<file path="src/rtl/instr_encoder.sv">
// Instruction-word generator: turns Opsel requests into RV32 R/I-type words with sequential addresses.
// Optional INSTR_ENC_CHECK_EN adds a re-decode checker driving the sticky chk_fail output.
module instr_encoder #(
    parameter int unsigned ADDR_W    = 6,
    parameter int unsigned BASE_ADDR = 0
) (
    input  logic              clk,
    input  logic              reset,
    input  logic              clear,
    input  logic              in_valid,
    output logic              in_ready,
    input  logic              in_is_imm,
    input  logic [3:0]        in_opsel,
    input  logic [4:0]        in_rd,
    input  logic [4:0]        in_rs1,
    input  logic [4:0]        in_rs2,
    input  logic [11:0]       in_imm,
    output logic              out_valid,
    input  logic              out_ready,
    output logic [31:0]       out_instr,
    output logic [ADDR_W-1:0] out_addr,
    output logic              done,
`ifdef INSTR_ENC_CHECK_EN
    output logic              chk_fail,
`endif
    output logic              err
);

    localparam logic [6:0]        OpcR      = 7'b0110011;
    localparam logic [6:0]        OpcI      = 7'b0010011;
    localparam logic [ADDR_W-1:0] LastAddr  = {ADDR_W{1'b1}};
    localparam logic [ADDR_W-1:0] BaseAddr  = ADDR_W'(BASE_ADDR);

    typedef enum logic [1:0] {StIdle, StEnc, StOut, StFull} state_e;

    state_e            state_q, state_d;
    logic [31:0]       instr_q, instr_d;
    logic [ADDR_W-1:0] addr_q, addr_d;
    logic              done_q, done_d;
    logic              err_q, err_d;
    logic              req_load;

    logic              is_imm_q;
    logic [3:0]        opsel_q;
    logic [4:0]        rd_q, rs1_q, rs2_q;
    logic [11:0]       imm_q;

    logic [31:0]       word;
    logic              illegal;
    logic [9:0]        r_sel;

    // {funct7, funct3} for an R-type Opsel; mirrors the control-unit decode table.
    function automatic logic [9:0] r_funct(input logic [3:0] opsel);
        logic [9:0] f;
        f = '0;
        case (opsel)
            4'd0:  f = {7'd0, 3'd0};
            4'd1:  f = {7'd0, 3'd1};
            4'd2:  f = {7'd0, 3'd2};
            4'd3:  f = {7'd1, 3'd0};
            4'd4:  f = {7'd1, 3'd1};
            4'd5:  f = {7'd1, 3'd2};
            4'd6:  f = {7'd1, 3'd3};
            4'd7:  f = {7'd2, 3'd0};
            4'd8:  f = {7'd2, 3'd1};
            4'd9:  f = {7'd3, 3'd0};
            4'd10: f = {7'd3, 3'd1};
            4'd11: f = {7'd3, 3'd2};
            4'd12: f = {7'd3, 3'd3};
            4'd13: f = {7'd3, 3'd4};
            4'd14: f = {7'd5, 3'd4};
            4'd15: f = {7'd3, 3'd5};
            default: f = '0;
        endcase
        return f;
    endfunction

    always_comb begin
        r_sel   = r_funct(opsel_q);
        illegal = is_imm_q & opsel_q[3];
        if (is_imm_q) begin
            word = {imm_q, rs1_q, opsel_q[2:0], rd_q, OpcI};
        end else begin
            word = {r_sel[9:3], rs2_q, rs1_q, r_sel[2:0], rd_q, OpcR};
        end
    end

    always_comb begin
        state_d  = state_q;
        instr_d  = instr_q;
        addr_d   = addr_q;
        done_d   = done_q;
        err_d    = err_q;
        req_load = 1'b0;
        if (clear) begin
            state_d = StIdle;
            addr_d  = BaseAddr;
            done_d  = 1'b0;
            err_d   = 1'b0;
        end else begin
            unique case (state_q)
                StIdle: begin
                    if (in_valid) begin
                        req_load = 1'b1;
                        state_d  = StEnc;
                    end
                end
                StEnc: begin
                    if (illegal) begin
                        err_d   = 1'b1;
                        state_d = StIdle;
                    end else begin
                        instr_d = word;
                        state_d = StOut;
                    end
                end
                StOut: begin
                    if (out_ready) begin
                        if (addr_q == LastAddr) begin
                            done_d  = 1'b1;
                            state_d = StFull;
                        end else begin
                            addr_d  = addr_q + 1'b1;
                            state_d = StIdle;
                        end
                    end
                end
                StFull: state_d = StFull;
                default: state_d = StIdle;
            endcase
        end
    end

    always_ff @(posedge clk) begin
        if (reset) begin
            state_q <= StIdle;
            instr_q <= '0;
            addr_q  <= BaseAddr;
            done_q  <= 1'b0;
            err_q   <= 1'b0;
        end else begin
            state_q <= state_d;
            instr_q <= instr_d;
            addr_q  <= addr_d;
            done_q  <= done_d;
            err_q   <= err_d;
        end
    end

    always_ff @(posedge clk) begin
        if (reset) begin
            is_imm_q <= 1'b0;
            opsel_q  <= '0;
            rd_q     <= '0;
            rs1_q    <= '0;
            rs2_q    <= '0;
            imm_q    <= '0;
        end else if (req_load) begin
            is_imm_q <= in_is_imm;
            opsel_q  <= in_opsel;
            rd_q     <= in_rd;
            rs1_q    <= in_rs1;
            rs2_q    <= in_rs2;
            imm_q    <= in_imm;
        end
    end

    // Ready is masked during reset/clear so no handshake is silently lost.
    assign in_ready  = (state_q == StIdle) & ~reset & ~clear;
    assign out_valid = (state_q == StOut);
    assign out_instr = instr_q;
    assign out_addr  = addr_q;
    assign done      = done_q;
    assign err       = err_q;

`ifdef INSTR_ENC_CHECK_EN
    logic       chk_q;
    logic       dec_ok;
    logic       dec_imm;
    logic [3:0] dec_opsel;
    logic [4:0] dec_r;
    logic       chk_mismatch;

    // Returns {known, opsel} for an R-type {funct7, funct3} pair.
    function automatic logic [4:0] decode_r(input logic [6:0] f7, input logic [2:0] f3);
        logic [4:0] d;
        d = '0;
        case ({f7, f3})
            {7'd0, 3'd0}: d = {1'b1, 4'd0};
            {7'd0, 3'd1}: d = {1'b1, 4'd1};
            {7'd0, 3'd2}: d = {1'b1, 4'd2};
            {7'd1, 3'd0}: d = {1'b1, 4'd3};
            {7'd1, 3'd1}: d = {1'b1, 4'd4};
            {7'd1, 3'd2}: d = {1'b1, 4'd5};
            {7'd1, 3'd3}: d = {1'b1, 4'd6};
            {7'd2, 3'd0}: d = {1'b1, 4'd7};
            {7'd2, 3'd1}: d = {1'b1, 4'd8};
            {7'd3, 3'd0}: d = {1'b1, 4'd9};
            {7'd3, 3'd1}: d = {1'b1, 4'd10};
            {7'd3, 3'd2}: d = {1'b1, 4'd11};
            {7'd3, 3'd3}: d = {1'b1, 4'd12};
            {7'd3, 3'd4}: d = {1'b1, 4'd13};
            {7'd5, 3'd4}: d = {1'b1, 4'd14};
            {7'd3, 3'd5}: d = {1'b1, 4'd15};
            default:      d = '0;
        endcase
        return d;
    endfunction

    always_comb begin
        dec_ok    = 1'b0;
        dec_imm   = 1'b0;
        dec_opsel = '0;
        dec_r     = decode_r(instr_q[31:25], instr_q[14:12]);
        case (instr_q[6:0])
            OpcR: begin
                dec_ok    = dec_r[4];
                dec_opsel = dec_r[3:0];
            end
            OpcI: begin
                dec_ok    = 1'b1;
                dec_imm   = 1'b1;
                dec_opsel = {1'b0, instr_q[14:12]};
            end
            default: dec_ok = 1'b0;
        endcase
        chk_mismatch = ~dec_ok | (dec_opsel != opsel_q) | (dec_imm != is_imm_q);
    end

    always_ff @(posedge clk) begin
        if (reset || clear) begin
            chk_q <= 1'b0;
        end else if (out_valid && chk_mismatch) begin
            chk_q <= 1'b1;
        end
    end

    assign chk_fail = chk_q;
`endif

endmodule
</file>
<file path="config.mk">
export PLATFORM = sky130hd
export DESIGN_NAME = instr_encoder
export DESIGN_NICKNAME = d
export VERILOG_FILES = /design/src/rtl/instr_encoder.sv
export SDC_FILE = /design/constraint.sdc
export NUM_CORES = 1
export LEC_CHECK = 0
export ABC_AREA = 0
export BUFFER_PORTS_ARGS = -buffer_cell sky130_fd_sc_hd__buf_2
export CAP_MARGIN = 20
export CORE_MARGIN = 2
export CORE_UTILIZATION = 52
export DETAILED_ROUTE_END_ITERATION = 6
export PLACE_DENSITY = 0.88
export SYNTH_ARGS = -nofsm -noshare
export SYNTH_HDL_FRONTEND = slang
export SYNTH_SLANG_ARGS = --single-unit
</file>
<file path="constraint.sdc">
create_clock -name clk -period 2.44 [get_ports clk]
set_clock_uncertainty 0.15 [all_clocks]
set_input_delay 0.122 -clock clk [delete_from_list [all_inputs] [get_ports clk]]
set_output_delay 0.122 -clock clk [all_outputs]
set_load 0.05 [all_outputs]
</file>
==> impl_metrics.tcl, run 1 <==
set metrics [dict create \
    syn_area_mm2 0.00304 \
    finalWirelength_um 7510 \
    ctsHtreeMaxLevel 3 \
    cts_root_buf "clkbuf_8" \
    timing.fmax_ghz 0.429 \
    fin_setup_tns_ns 0 \
    antennaDiodeCount 0 \
    syn_inst 357 \
    clkLatencyLatePin_ns 0.34 \
    cts_tree "built" \
    final_max_slew_viol_count 0 \
    worst_pin_slew_ns 0.591 \
    drive_gt1_frac 0.239 \
    rows 27 \
    hold_path_end "state_q[1]" \
    r2r_cells 8 \
    r2r_end "r_sel[1]" \
    cts_buffer_depth 2 \
    yosys_warnings 0 \
    grt_overflow 0 \
    die_y_um 80.5 \
    regToRegStartpoint "state_q[0]" \
    final_hold_viol_count 0 \
    min_period_ns 2.33 \
    dr.pass1.iters 5 \
    synth_edf_count 0 \
    yosys.area.top_type "dfxtp_1" \
    yosysSeqAreaShare 0.494 \
    ant_nets 0 \
    gp_congestion 0.882 \
    crit_path_max_fanout 31 \
    r2r_slack_ns 0.11 \
    grt_use_total 0.242 \
    max_slew_margin 0.605 \
    avgSynthCellArea_um2 8.51 \
    ys_async_sr_fraction 0 \
    syn_to_final_growth_pct 30.8 \
    min_path_cells 4 \
    min_path_type "in -> reg" \
    drc 0 \
    ios 79 \
    grt_pass1_vias 2711 \
    final_cell_area_mm2 0.00397 \
    grt_max_degree 38 \
    synth_area_leaders "dfxtp_1, nand2_1, a21oi_1" \
    hpwl_um 4560 \
    arrival_ns 2.40 \
    hp-start "out_ready" \
    via_per_inst 5.28 \
    drv_cap 0 \
    crit_required_ns 2.50 \
    synth-seq-cells 75 \
    core_mm2 0.00557 \
    placed_area_mm2 0.00344 \
    cts_made_buffers 9 \
    via_count 2812 \
    drtIter0Drc 195 \
    peakVddDrop_mv 0.375 \
    nets 501 \
    antenna_found_initial 0 \
    drt-wirelength-per-cell_um 14.1 \
    path_class "reg -> reg" \
    power_density_mw_per_mm2 645 \
    clkTransAtPathRegs_ns 0.07 \
    port_buffers 75 \
    start_util 0.545 \
    clock_sinks 75 \
    cp-start-kind "register" \
    p_leak_nw 1.66 \
    finalSetupViolCount 0 \
    synth_flop_cell "dfxtp_1" \
    die_x_um 80.5 \
    p_total_mw 2.56 \
    synth.most_common_cell "nand2_1" \
    synth_common_cells "nand2_1, dfxtp_1, a21oi_1, nor2_1, mux2i_1" \
    endpoint_kind "register" \
    synth.distinct_cells 36 \
    dieArea_mm2 0.00647 \
    grt_pass1_wl_um 12000 \
    period_share 0.956 \
    synth_top_area_share 0.494 \
    status "finished, final reports clean" \
]
how the worst max path moves through the flow:
| stage | slack [ns] | startpoint | to | depth (start not counted) |
|---|---|---|---|---|
| 3_3_place_gp | 0.25 | state_q[0] | r_sel[3] | 8 |
| 6_report | 0.11 | state_q[0] | r_sel[1] | 8 |
| 3_5_place_dp | 0.09 | state_q[0] | r_sel[1] | 7 |
| 4_1_cts | 0.08 | state_q[0] | r_sel[1] | 7 |
| 5_1_grt | -0.01 | in_valid | r_sel[1] | 10 |
| 2_1_floorplan | 0.24 | state_q[0] | r_sel[3] | 9 |
metrics by stage:
step / worst slack (ns) / hold WS (ns) / utilization / std cells
after floorplan: 0.237 / 0.108 / - / 359
after global placement: 0.249 / 0.213 / 0.616 / 485
after detailed placement: 0.0888 / 0.221 / 0.616 / 485
after CTS: 0.0812 / 0.0148 / 0.710 / 532
after global routing: -0.0109 / 0.0430 / 0.713 / 533
final: 0.107 / 0.0133 / 0.713 / 533
flip-flops by register name, indices dropped and copies added, names as in the netlist:
name,cells
rd_q,5
is_imm_q,1
out_instr,27
err,1
r_sel,6
rs2_q,5
opsel_q,4
out_addr,6
state_q,2
rs1_q,5
done,1
imm_q,12
where the power goes:
part | switching (mW) | leakage [nW] | internal, mW | total, mW
clock network | 0.440 | 0.108 | 0.553 | 0.992
logic | 0.173 | 0.942 | 0.116 | 0.289
registers | 0.0196 | 0.609 | 1.26 | 1.28
layout by cell type (no fill, tap or decap), types with 2 or more instances in the layout:
cell type      synthesis  layout
a21o_1                 2       2
nand2b_1               5       5
buf_4                  5       9
o21ai_0                5       5
conb_1                 1       3
xor2_1                 2       2
nand2_1               91      91
or4_1                  2       2
dfxtp_1               75      75
clkbuf_8               0      12
dlygate4sd3_1          0      31
nor3_1                 4       4
nand3_1                6       6
ha_1                   8       8
o31ai_1                3       3
a21oi_1               53      52
mux2i_1               16      16
buf_2                 12      75
clkinv_2               0       2
a211oi_1              11      11
nor2_1                21      21
or3_1                  2       2
inv_1                  7       7
area by class of cell:
class | instances | area, µm²
fillers | 442 | 1600
flip-flops and latches | 75 | 1500
clock buffers | 12 | 165
multi-input cells | 248 | 1390
repair buffers | 115 | 753
inverters | 7 | 26.3
well taps | 72 | 90.1
clock inverters | 4 | 47.5
worst max-delay path: stages, from the launching register on:
cell     delay [ns]
dfxtp_1        0.35
nor4b_4        0.30
buf_4          0.38
nand2_1        0.13
a21o_1         0.26
inv_1          0.11
ha_1           0.25
mux2i_1        0.19
mux2i_1        0.09
cells by family (layout without fill, tap and decap cells):
family	count (synthesis)	count (layout)	share of synthesized area
simple gates	139	139	0.202
compound gates	78	78	0.149
buf+inv	36	138	0.0556
fa+ha+maj	8	8	0.0329
mux	17	17	0.0572
flops	75	75	0.494
other cells	1	3	0.00123
xor+xnor	3	3	0.00865
layer usage:
metal,vias to the layer above,GRT usage,part of all wire
met3,28,0.0506,0.046
met5,-,0,0
li1,1380,-,-
met2,90,0.425,0.53
met4,0,0.136,0.039
met1,1314,0.271,0.39
timing repair:
item	in CTS	in global routing
hold endpoints to repair	31	0
gates resized for setup	0	2
setup endpoints to repair	0	2
buffers inserted	0	1
hold buffers	31	0
Power figures use the tool's default switching activity.
==> run 2, diff against run 1 <==
REMOVE_ABC_BUFFERS = 1   (was default)
==> impl_metrics.tcl, run 2 (same netlist as run 1, synthesis figures left out) <==
set metrics [dict create \
    path_common_cell "mux2i_1" \
    core_mm2 0.00557 \
    ios 79 \
    layout_common_cells "nand2_1, dfxtp_1, buf_2" \
    status "finished, final reports clean" \
    crit_chain "dlygate4sd3_1 -> buf_2 -> or4b_2 -> nand2_1 -> a21o_1 -> inv_1 -> ha_1 -> mux2i_1 -> mux2i_1" \
    placed_area_mm2 0.00346 \
    via_count 2712 \
    final_max_slew_viol_count 0 \
    cts_made_buffers 9 \
    drv_cap 0 \
    endpoint_kind "register" \
    port_buffers 75 \
    met3_length_um 382 \
    dieArea_mm2 0.00647 \
    grt_pass1_vias 2472 \
    seq_area_mm2 0.00150 \
    wl_met2_um 3420 \
    p_seq_frac 0.501 \
    cp_top_family "simple AND/OR/NAND/NOR gates" \
    drive_gt1_frac 0.240 \
    drtIter0Drc 218 \
    cpPeakStageDelay_ns 0.64 \
    clock_sinks 75 \
    dr.pass1.iters 4 \
    start_util 0.545 \
    p_comb_frac 0.112 \
    ant_nets 0 \
    final_hold_viol_count 0 \
    cp_slowest_cell "or4b_2" \
    num-fill-cells 451 \
    drt-wirelength-per-cell_um 13.0 \
    sw_frac_of_total 0.244 \
    grt_max_degree 37 \
    hpwl_um 4450 \
    crit_required_ns 2.51 \
    p_clk_frac 0.386 \
    drc 0 \
    min_period_ns 2.32 \
    finalSetupViolCount 0 \
    rows 27 \
    ctsHtreeMaxLevel 3 \
    nets 502 \
    antennaDiodeCount 0 \
    die_y_um 80.5 \
    timing.fmax_ghz 0.431 \
    grt_overflow 0 \
    multi_input_area_mm2 0.00139 \
    finalWirelength_um 6930 \
    p_int_mw 1.93 \
    syn_to_final_growth_pct 31.4 \
    rsz0062_at_grt "false" \
    cp-start-kind "input pin" \
    max_slew_margin 0.547 \
    path_buf_inv 3 \
    final_cell_count_no_fill 534 \
    p_switching_mw 0.623 \
    cts_buffer_depth 2 \
    min_path_type "in -> reg" \
    clkTransAtPathRegs_ns 0.07 \
    power_density_mw_per_mm2 640 \
    final_common_cell "nand2_1" \
    cts_root_buf "clkbuf_8" \
    cts_tree "built" \
    p_leak_nw 1.67 \
    die_x_um 80.5 \
    largest_register_ffs 27 \
    crit_path_max_fanout 6 \
    fin_setup_tns_ns 0 \
    place_inst 486 \
    m1WireLength_um 2940 \
    grt_pass1_wl_um 11100 \
    worst_pin_slew_ns 0.677 \
    top_layer_used "met4" \
    peakVddDrop_mv 0.350 \
    final_cell_area_mm2 0.00399 \
    period_share 0.950 \
    clkLatencyLatePin_ns 0.34 \
    path_class "in -> reg" \
    gp_congestion 0.799 \
    antenna_found_initial 0 \
    arrival_ns 2.39 \
    grt_use_total 0.226 \
    via_per_inst 5.08 \
]
-- run 2: cell types whose count changed in the layout (fill, tap and decap cells not counted), sizes merged --
cell         previous run  this run
dlygate4sd3            31        32
-- run 2: power groups by stage --
stage | combinational (mW) | clock, mW | sequential, mW
final | 0.287 | 0.988 | 1.28
after global routing | 0.313 | 1.06 | 1.29
after CTS | 0.284 | 1.00 | 1.28
after detailed placement | 0.244 | 0 | 1.31
after global placement | 0.237 | 0 | 1.31
after floorplan | 0.113 | 0 | 1.34
-- run 2: cell type report --
type                    count  area share
flip-flops and latches     75       0.376
inverters                   7     0.00658
repair buffers            116       0.194
multi-input cells         248       0.347
clock buffers              12      0.0414
well taps                  72      0.0226
clock inverters             4      0.0119
-- run 2: per-layer routing --
layer | GRT usage | up-vias
met5 | 0 | -
met4 | 0.112 | 0
met3 | 0.0517 | 16
met2 | 0.385 | 84
met1 | 0.265 | 1222
li1 | - | 1390
-- run 2: path summary, 6_finish.rpt --
check | startpoint | endpoint | slack [ns] | cells past startpoint
worst max-delay path | in_valid | r_sel[1] | 0.12 | 9
worst min-delay path | clear | out_instr[5] | 0.03 | 3
worst max register to register | state_q[0] | r_sel[1] | 0.15 | 7
worst min register to register | out_instr[9] | out_instr[9] | 0.30 | 2
-- run 2: timing repair --
| item | 4_1_cts | 5_1_grt |
|---|---|---|
| setup buffers | 0 | 0 |
| endpoints found under the setup margin | 0 | 1 |
| gates resized for setup | 0 | 2 |
| hold buffers | 32 | 0 |
| endpoints found under the hold margin | 32 | 0 |
-- run 2: worst min-delay path, stage by stage --
cell and delay (ns):
buf_2 0.17, or3_1 0.13, a21oi_1 0.05
-- run 2: through the flow --
step / hold WS (ns) / power, mW / setup WS (ns) / util
finish: 0.0252 / 2.56 / 0.122 / 0.716
floorplan: 0.0411 / 1.46 / -0.303 / -
global route: 0.0478 / 2.66 / 0.0354 / 0.716
CTS: 0.0165 / 2.57 / 0.118 / 0.716
global placement: 0.215 / 1.55 / 0.233 / 0.620
detailed placement: 0.219 / 1.55 / 0.136 / 0.620
